### src/rtl/demux_frame_if.sv
// Bus bundle for demux_frame: word input stream plus channel/status outputs.
// DEMUX_PARITY_EN adds the in_par / par_err pair.
interface demux_frame_if #(
    parameter int WIDTH = 4
);
    logic [WIDTH-1:0] in_data;
    logic             in_valid;
    logic             sel_mode;
    logic [1:0]       in_sel;
    logic [WIDTH-1:0] A;
    logic [WIDTH-1:0] B;
    logic [WIDTH-1:0] C;
    logic [WIDTH-1:0] D;
    logic             frame_valid;
    logic [1:0]       ptr;
    logic [3:0]       filled;
    logic             overrun;
`ifdef DEMUX_PARITY_EN
    logic             in_par;
    logic             par_err;

    modport master (
        output in_data, in_valid, sel_mode, in_sel, in_par,
        input  A, B, C, D, frame_valid, ptr, filled, overrun, par_err
    );
    modport slave (
        input  in_data, in_valid, sel_mode, in_sel, in_par,
        output A, B, C, D, frame_valid, ptr, filled, overrun, par_err
    );
`else
    modport master (
        output in_data, in_valid, sel_mode, in_sel,
        input  A, B, C, D, frame_valid, ptr, filled, overrun
    );
    modport slave (
        input  in_data, in_valid, sel_mode, in_sel,
        output A, B, C, D, frame_valid, ptr, filled, overrun
    );
`endif
endinterface

### src/rtl/demux_frame.sv
// 1-to-4 registered demultiplexer with a shadow bank; A..D update atomically per frame.
// Optional macro DEMUX_PARITY_EN: drop words whose in_par disagrees with ^in_data.
module demux_frame #(
    parameter int WIDTH = 4
) (
    input logic          clk,
    input logic          reset,
    demux_frame_if.slave bus
);
    logic [WIDTH-1:0] shadow     [4];
    logic [WIDTH-1:0] out_q      [4];
    logic [WIDTH-1:0] frame_next [4];
    logic [3:0]       filled_q;
    logic [3:0]       base_filled;
    logic [3:0]       onehot;
    logic [1:0]       ptr_q;
    logic [1:0]       base_ptr;
    logic [1:0]       slot;
    logic             prev_mode;
    logic             mode_change;
    logic             accept;
    logic             hit;
    logic             complete;
    logic             frame_valid_q;
    logic             overrun_q;
`ifdef DEMUX_PARITY_EN
    logic             par_ok;
    logic             par_err_q;
`endif

    // A mode switch discards the partial frame before the current word is considered,
    // so a word in that cycle lands as the first word of a fresh frame.
    always_comb begin
        mode_change = (bus.sel_mode != prev_mode);
        base_filled = mode_change ? 4'b0000 : filled_q;
        base_ptr    = mode_change ? 2'd0 : ptr_q;
        slot        = bus.sel_mode ? bus.in_sel : base_ptr;
        onehot      = 4'b0001 << slot;
        hit         = base_filled[slot];
`ifdef DEMUX_PARITY_EN
        par_ok      = (bus.in_par == ^bus.in_data);
        accept      = bus.in_valid && par_ok;
`else
        accept      = bus.in_valid;
`endif
        complete    = accept && !hit && ((base_filled | onehot) == 4'b1111);
        for (int i = 0; i < 4; i++) begin
            frame_next[i] = (slot == i[1:0]) ? bus.in_data : shadow[i];
        end
    end

    always_ff @(posedge clk) begin
        if (reset) begin
            for (int i = 0; i < 4; i++) begin
                shadow[i] <= '0;
                out_q[i]  <= '0;
            end
            filled_q      <= 4'b0000;
            ptr_q         <= 2'd0;
            prev_mode     <= 1'b0;
            frame_valid_q <= 1'b0;
            overrun_q     <= 1'b0;
`ifdef DEMUX_PARITY_EN
            par_err_q     <= 1'b0;
`endif
        end else begin
            prev_mode     <= bus.sel_mode;
            frame_valid_q <= complete;
            overrun_q     <= accept && hit;
`ifdef DEMUX_PARITY_EN
            par_err_q     <= bus.in_valid && !par_ok;
`endif
            filled_q      <= base_filled;
            ptr_q         <= base_ptr;
            if (accept) begin
                shadow[slot] <= bus.in_data;
                if (complete) begin
                    for (int i = 0; i < 4; i++) begin
                        out_q[i] <= frame_next[i];
                    end
                    filled_q <= 4'b0000;
                    ptr_q    <= 2'd0;
                end else if (!hit) begin
                    filled_q <= base_filled | onehot;
                    if (!bus.sel_mode) begin
                        ptr_q <= base_ptr + 2'd1;
                    end
                end
            end
        end
    end

    assign bus.A           = out_q[0];
    assign bus.B           = out_q[1];
    assign bus.C           = out_q[2];
    assign bus.D           = out_q[3];
    assign bus.frame_valid = frame_valid_q;
    assign bus.overrun     = overrun_q;
    assign bus.ptr         = ptr_q;
    assign bus.filled      = filled_q;
`ifdef DEMUX_PARITY_EN
    assign bus.par_err     = par_err_q;
`endif
endmodule

### src/flat_wrapper.sv
// flat-port wrapper written by rule: the top's interface ports become plain ports
module demux_frame_flat 
#(
    parameter int WIDTH = 4
)
  (clk, reset, bus_in_data, bus_in_valid, bus_sel_mode, bus_in_sel, bus_A, bus_B, bus_C, bus_D, bus_frame_valid, bus_ptr, bus_filled, bus_overrun);
  demux_frame_if #(.WIDTH(WIDTH)) bus_i ();
  input logic clk;
  input logic reset;
  input wire logic [$bits(bus_i.in_data)-1:0] bus_in_data;
  input wire logic [$bits(bus_i.in_valid)-1:0] bus_in_valid;
  input wire logic [$bits(bus_i.sel_mode)-1:0] bus_sel_mode;
  input wire logic [$bits(bus_i.in_sel)-1:0] bus_in_sel;
  output wire logic [$bits(bus_i.A)-1:0] bus_A;
  output wire logic [$bits(bus_i.B)-1:0] bus_B;
  output wire logic [$bits(bus_i.C)-1:0] bus_C;
  output wire logic [$bits(bus_i.D)-1:0] bus_D;
  output wire logic [$bits(bus_i.frame_valid)-1:0] bus_frame_valid;
  output wire logic [$bits(bus_i.ptr)-1:0] bus_ptr;
  output wire logic [$bits(bus_i.filled)-1:0] bus_filled;
  output wire logic [$bits(bus_i.overrun)-1:0] bus_overrun;
  assign bus_i.in_data = bus_in_data;
  assign bus_i.in_valid = bus_in_valid;
  assign bus_i.sel_mode = bus_sel_mode;
  assign bus_i.in_sel = bus_in_sel;
  assign bus_A = bus_i.A;
  assign bus_B = bus_i.B;
  assign bus_C = bus_i.C;
  assign bus_D = bus_i.D;
  assign bus_frame_valid = bus_i.frame_valid;
  assign bus_ptr = bus_i.ptr;
  assign bus_filled = bus_i.filled;
  assign bus_overrun = bus_i.overrun;
  demux_frame #(.WIDTH(WIDTH)) u_core (.clk(clk), .reset(reset), .bus(bus_i));
endmodule
### config.mk
export PLATFORM = sky130hd
export DESIGN_NAME = demux_frame_flat
export DESIGN_NICKNAME = d
export VERILOG_FILES = /design/src/rtl/demux_frame_if.sv /design/src/rtl/demux_frame.sv /design/src/flat_wrapper.sv
export SDC_FILE = /design/constraint.sdc
export NUM_CORES = 1
export LEC_CHECK = 0
export ABC_AREA = 1
export BUFFER_PORTS_ARGS = -buffer_cell sky130_fd_sc_hd__buf_2
export CORE_ASPECT_RATIO = 0.8
export CORE_UTILIZATION = 23
export DETAILED_ROUTE_END_ITERATION = 10
export PLACE_DENSITY_LB_ADDON = 0.12
export SYNTH_ARGS = -nofsm -noshare
export SYNTH_HDL_FRONTEND = slang
export SYNTH_SLANG_ARGS = --single-unit
### constraint.sdc
create_clock -name clk -period 5.1 [get_ports clk]
set_input_delay 0.765 -clock clk [delete_from_list [all_inputs] [get_ports clk]]
set_output_delay 0.765 -clock clk [all_outputs]
set_load 0.03 [all_outputs]
==> impl_metrics.toml <==
[run_status]
run_status = "finished clean"

[final_layout]
syn_to_final_growth_pct = 18.1
fin_nets = 273
post_route_cells_drive_above_1_share = 0.258
antenna_cells_inserted = 0

[die]
coreArea_sq_mm = 0.00848
row_count = 30
die_area_sq_mm = 0.00913
die_height_um = 85.7
die_width_um = 107
starting_utilization_of_the_core_area = 0.237
top_level_ports = 34

[yosys]
synthesis.yosys.warnings = 0
synth.avg_cell_area_sq_um = 8.91
yosysSeqAreaShare = 0.567
ys_seq_elements = 41
ys_types = 21
post_synth_inst_count = 226
syn-num-nets = 236
synth.cell_area_sq_mm = 0.00201

[timing]
finalHoldWorstSlack_ns = 0.581
timing_hold_violations_final = 0
worst_clock_skew_ns = 0.00564
slew_viol_final = 0
setup_repair_after_global_routing_missed_its_margin = "no"
finalWorstPathRequiredPeriod_ns = 2.84
max_clock_freq_mhz = 352
report.final.setup_viol = 0
totalNegativeSetupSlack_ns = 0
slew-limit-headroom = 0.426
tightestPinTransition_ns = 0.858
fin_crit_sh = 0.557

[setup_path]
crit_path_max_fanout = 20
worst_ep_arrival_time_ns = 2.76
timing.critical_path.slowest_stage_cell = "sky130_fd_sc_hd__nand2_1"
cp_required_ns = 5.02
path_common_cell = "sky130_fd_sc_hd__nand2_1"
cp_slowest_stage_delay_ns = 0.64
r2r_cells = 9
worstSetupPathType = "primary input to flop"
crit_chain = "buf_2 -> nor2_4 -> nand2_2 -> nand2_2 -> nand2_1 -> nand2_1 -> nand3_2 -> nor2_4 -> nand2_1 -> nand2_1"
timing.critical_path.to_type = "flop"
cp_startpoint_kind = "primary input"

[placement]
post-dp-hpwl_um = 3560
routabilityCongestion = 0.766
numPortBuffers = 33

[cts]
cts_tree = "done"
h_tree_levels = 2
clock-sinks = 41
clockRootBuffer = "sky130_fd_sc_hd__clkbuf_8"
post_cts.repair.setup_buffers = 0
clock_tree.buffer_depth = 2
cts.hold.buffers_added = 0
cts_inserted_buffers = 5
worst_skew_pair.late_latency_ns = 0.29
post_cts.resized_instances = 0
clk_transition_reported_paths_ns = 0.08

[pwr]
power_per_cell_area_mw_per_mm2 = 284
highest_ir_drop_seen_on_vdd_uv = 99.7
leakage_nw = 1.02

[grt]
vias_in_the_first_global_route = 1459
grt_overflow_total = 0
antenna_violations_before_repair = 0
grt_max_degree = 21
grt_first_pass_wirelength_um = 7780
grt_util_all_layers = 0.116

[worst_hold_path]
min_path_type = "flop to flop"
whs_path_depth = 4

[detailed_routing]
route.vias.total = 1487
wire_per_inst_um = 12.8
drt_pass1_iterations = 4
drt_wl_total_um = 4810
drc_errors = 0
vias_per_cell = 3.95
drtAntennaViolNets = 0
drt_iter0_markers = 52

[run]
max_cap_violations = 0
==> metal layers <==
metal / GRT usage / share of wire / vias up
met5: 0 / 0 / -
met1: 0.161 / 0.53 / 672
met4: 0.0374 / 0.0085 / 0
li1: - / - / 790
met2: 0.177 / 0.43 / 23
met3: 0.0266 / 0.035 / 2
==> sequential cells by signal (all words and copies together), names as in the netlist <==
register / flops
u_core.bus.filled: 4
u_core.bus.frame_valid: 1
u_core.bus.overrun: 1
u_core.bus.ptr: 2
u_core.out_q: 16
u_core.prev_mode: 1
u_core.shadow: 16
==> stage by stage <==
step                      instances  area [sq um]  worst slack (ns)  total power [W]   util
after global routing            376          2380              1.98         0.000712  0.280
after global placement          368          2290              1.95         0.000479  0.270
after CTS                       376          2380              2.20         0.000687  0.280
after detailed placement        368          2290              1.89         0.000478  0.270
after floorplan                 226          2010              2.64         0.000450      -
final                           376          2380              2.26         0.000676  0.280
==> worst paths after layout <==
kind / from / to / slack, ns
min: u_core.bus.filled[3]$_SDFF_PP0_ / u_core.bus.filled[3]$_SDFF_PP0_ / 0.58
min reg2reg: u_core.bus.filled[3]$_SDFF_PP0_ / u_core.bus.filled[3]$_SDFF_PP0_ / 0.58
max reg2reg: u_core.prev_mode$_SDFF_PP0_ / u_core.out_q[1][3]$_SDFFCE_PN0P_ / 2.55
max: bus_sel_mode / u_core.out_q[1][3]$_SDFFCE_PN0P_ / 2.26
==> final cells by class <==
class	instances	area [sq um]
Inverter	34	128
Fill cell	942	6100
Multi-Input combinational cell	148	718
Timing Repair Buffer	33	165
Tap cell	112	140
Clock buffer	5	68.8
Sequential cell	41	1140
Clock inverter	3	17.5
==> cell usage in the layout, fill, tap and decap left out <==
| cell | n |
|---|---|
| sky130_fd_sc_hd__nand2_1 | 66 |
| sky130_fd_sc_hd__buf_2 | 33 |
| sky130_fd_sc_hd__edfxtp_1 | 32 |
| sky130_fd_sc_hd__inv_1 | 31 |
| sky130_fd_sc_hd__nor2_1 | 30 |
| sky130_fd_sc_hd__nand3_1 | 12 |
| sky130_fd_sc_hd__a21oi_2 | 10 |
| sky130_fd_sc_hd__a21oi_1 | 9 |
| sky130_fd_sc_hd__dfxtp_1 | 9 |
| sky130_fd_sc_hd__nand2_2 | 7 |
| sky130_fd_sc_hd__clkbuf_8 | 5 |
| sky130_fd_sc_hd__o21ai_0 | 4 |
| sky130_fd_sc_hd__nor2_4 | 3 |
| sky130_fd_sc_hd__inv_2 | 2 |
| sky130_fd_sc_hd__nor2_2 | 2 |
| sky130_fd_sc_hd__clkinv_2 | 2 |
| sky130_fd_sc_hd__clkinv_1 | 1 |
| sky130_fd_sc_hd__o21ai_1 | 1 |
| sky130_fd_sc_hd__a21oi_4 | 1 |
| sky130_fd_sc_hd__nand3_2 | 1 |
| sky130_fd_sc_hd__nand3_4 | 1 |
| sky130_fd_sc_hd__o22ai_1 | 1 |
| sky130_fd_sc_hd__clkinvlp_4 | 1 |
==> where the power goes <==
part	switching, W	leakage [nW]	internal [W]
sequential	0.00000554	0.406	0.000375
combinational	0.0000667	0.569	0.0000217
clock	0.000112	0.0439	0.0000945
==> cells in the mapped netlist <==
cell type                  number  area (sq um)
sky130_fd_sc_hd__a21oi_1        9          45.0
sky130_fd_sc_hd__a21oi_2       10          87.6
sky130_fd_sc_hd__a21oi_4        1          16.3
sky130_fd_sc_hd__buf_6          2          22.5
sky130_fd_sc_hd__clkbuf_1       1          3.75
sky130_fd_sc_hd__clkinv_1       1          3.75
sky130_fd_sc_hd__dfxtp_1        9           180
sky130_fd_sc_hd__edfxtp_1      32           961
sky130_fd_sc_hd__inv_1         31           116
sky130_fd_sc_hd__inv_2          2          7.51
sky130_fd_sc_hd__nand2_1       66           248
sky130_fd_sc_hd__nand2_2        7          43.8
sky130_fd_sc_hd__nand3_1       12          60.1
sky130_fd_sc_hd__nand3_2        1          10.0
sky130_fd_sc_hd__nand3_4        1          17.5
sky130_fd_sc_hd__nor2_1        30           113
sky130_fd_sc_hd__nor2_2         2          12.5
sky130_fd_sc_hd__nor2_4         3          33.8
sky130_fd_sc_hd__o21ai_0        4          20.0
sky130_fd_sc_hd__o21ai_1        1          5.00
sky130_fd_sc_hd__o22ai_1        1          6.26
==> critical path: cells and delay by family <==
family                 cells  cell delay (ns)
buffers and inverters      1             0.14
AND/OR/NAND/NOR            9             1.85
==> logic make-up after synthesis <==
logic type,Yosys count,share of synthesized area
buffers and inverters,37,0.0764
AND/OR/NAND/NOR,122,0.267
AO/OA/AOI/OAI,26,0.0895
flip-flops,41,0.567
Power figures use the tool's default switching activity.
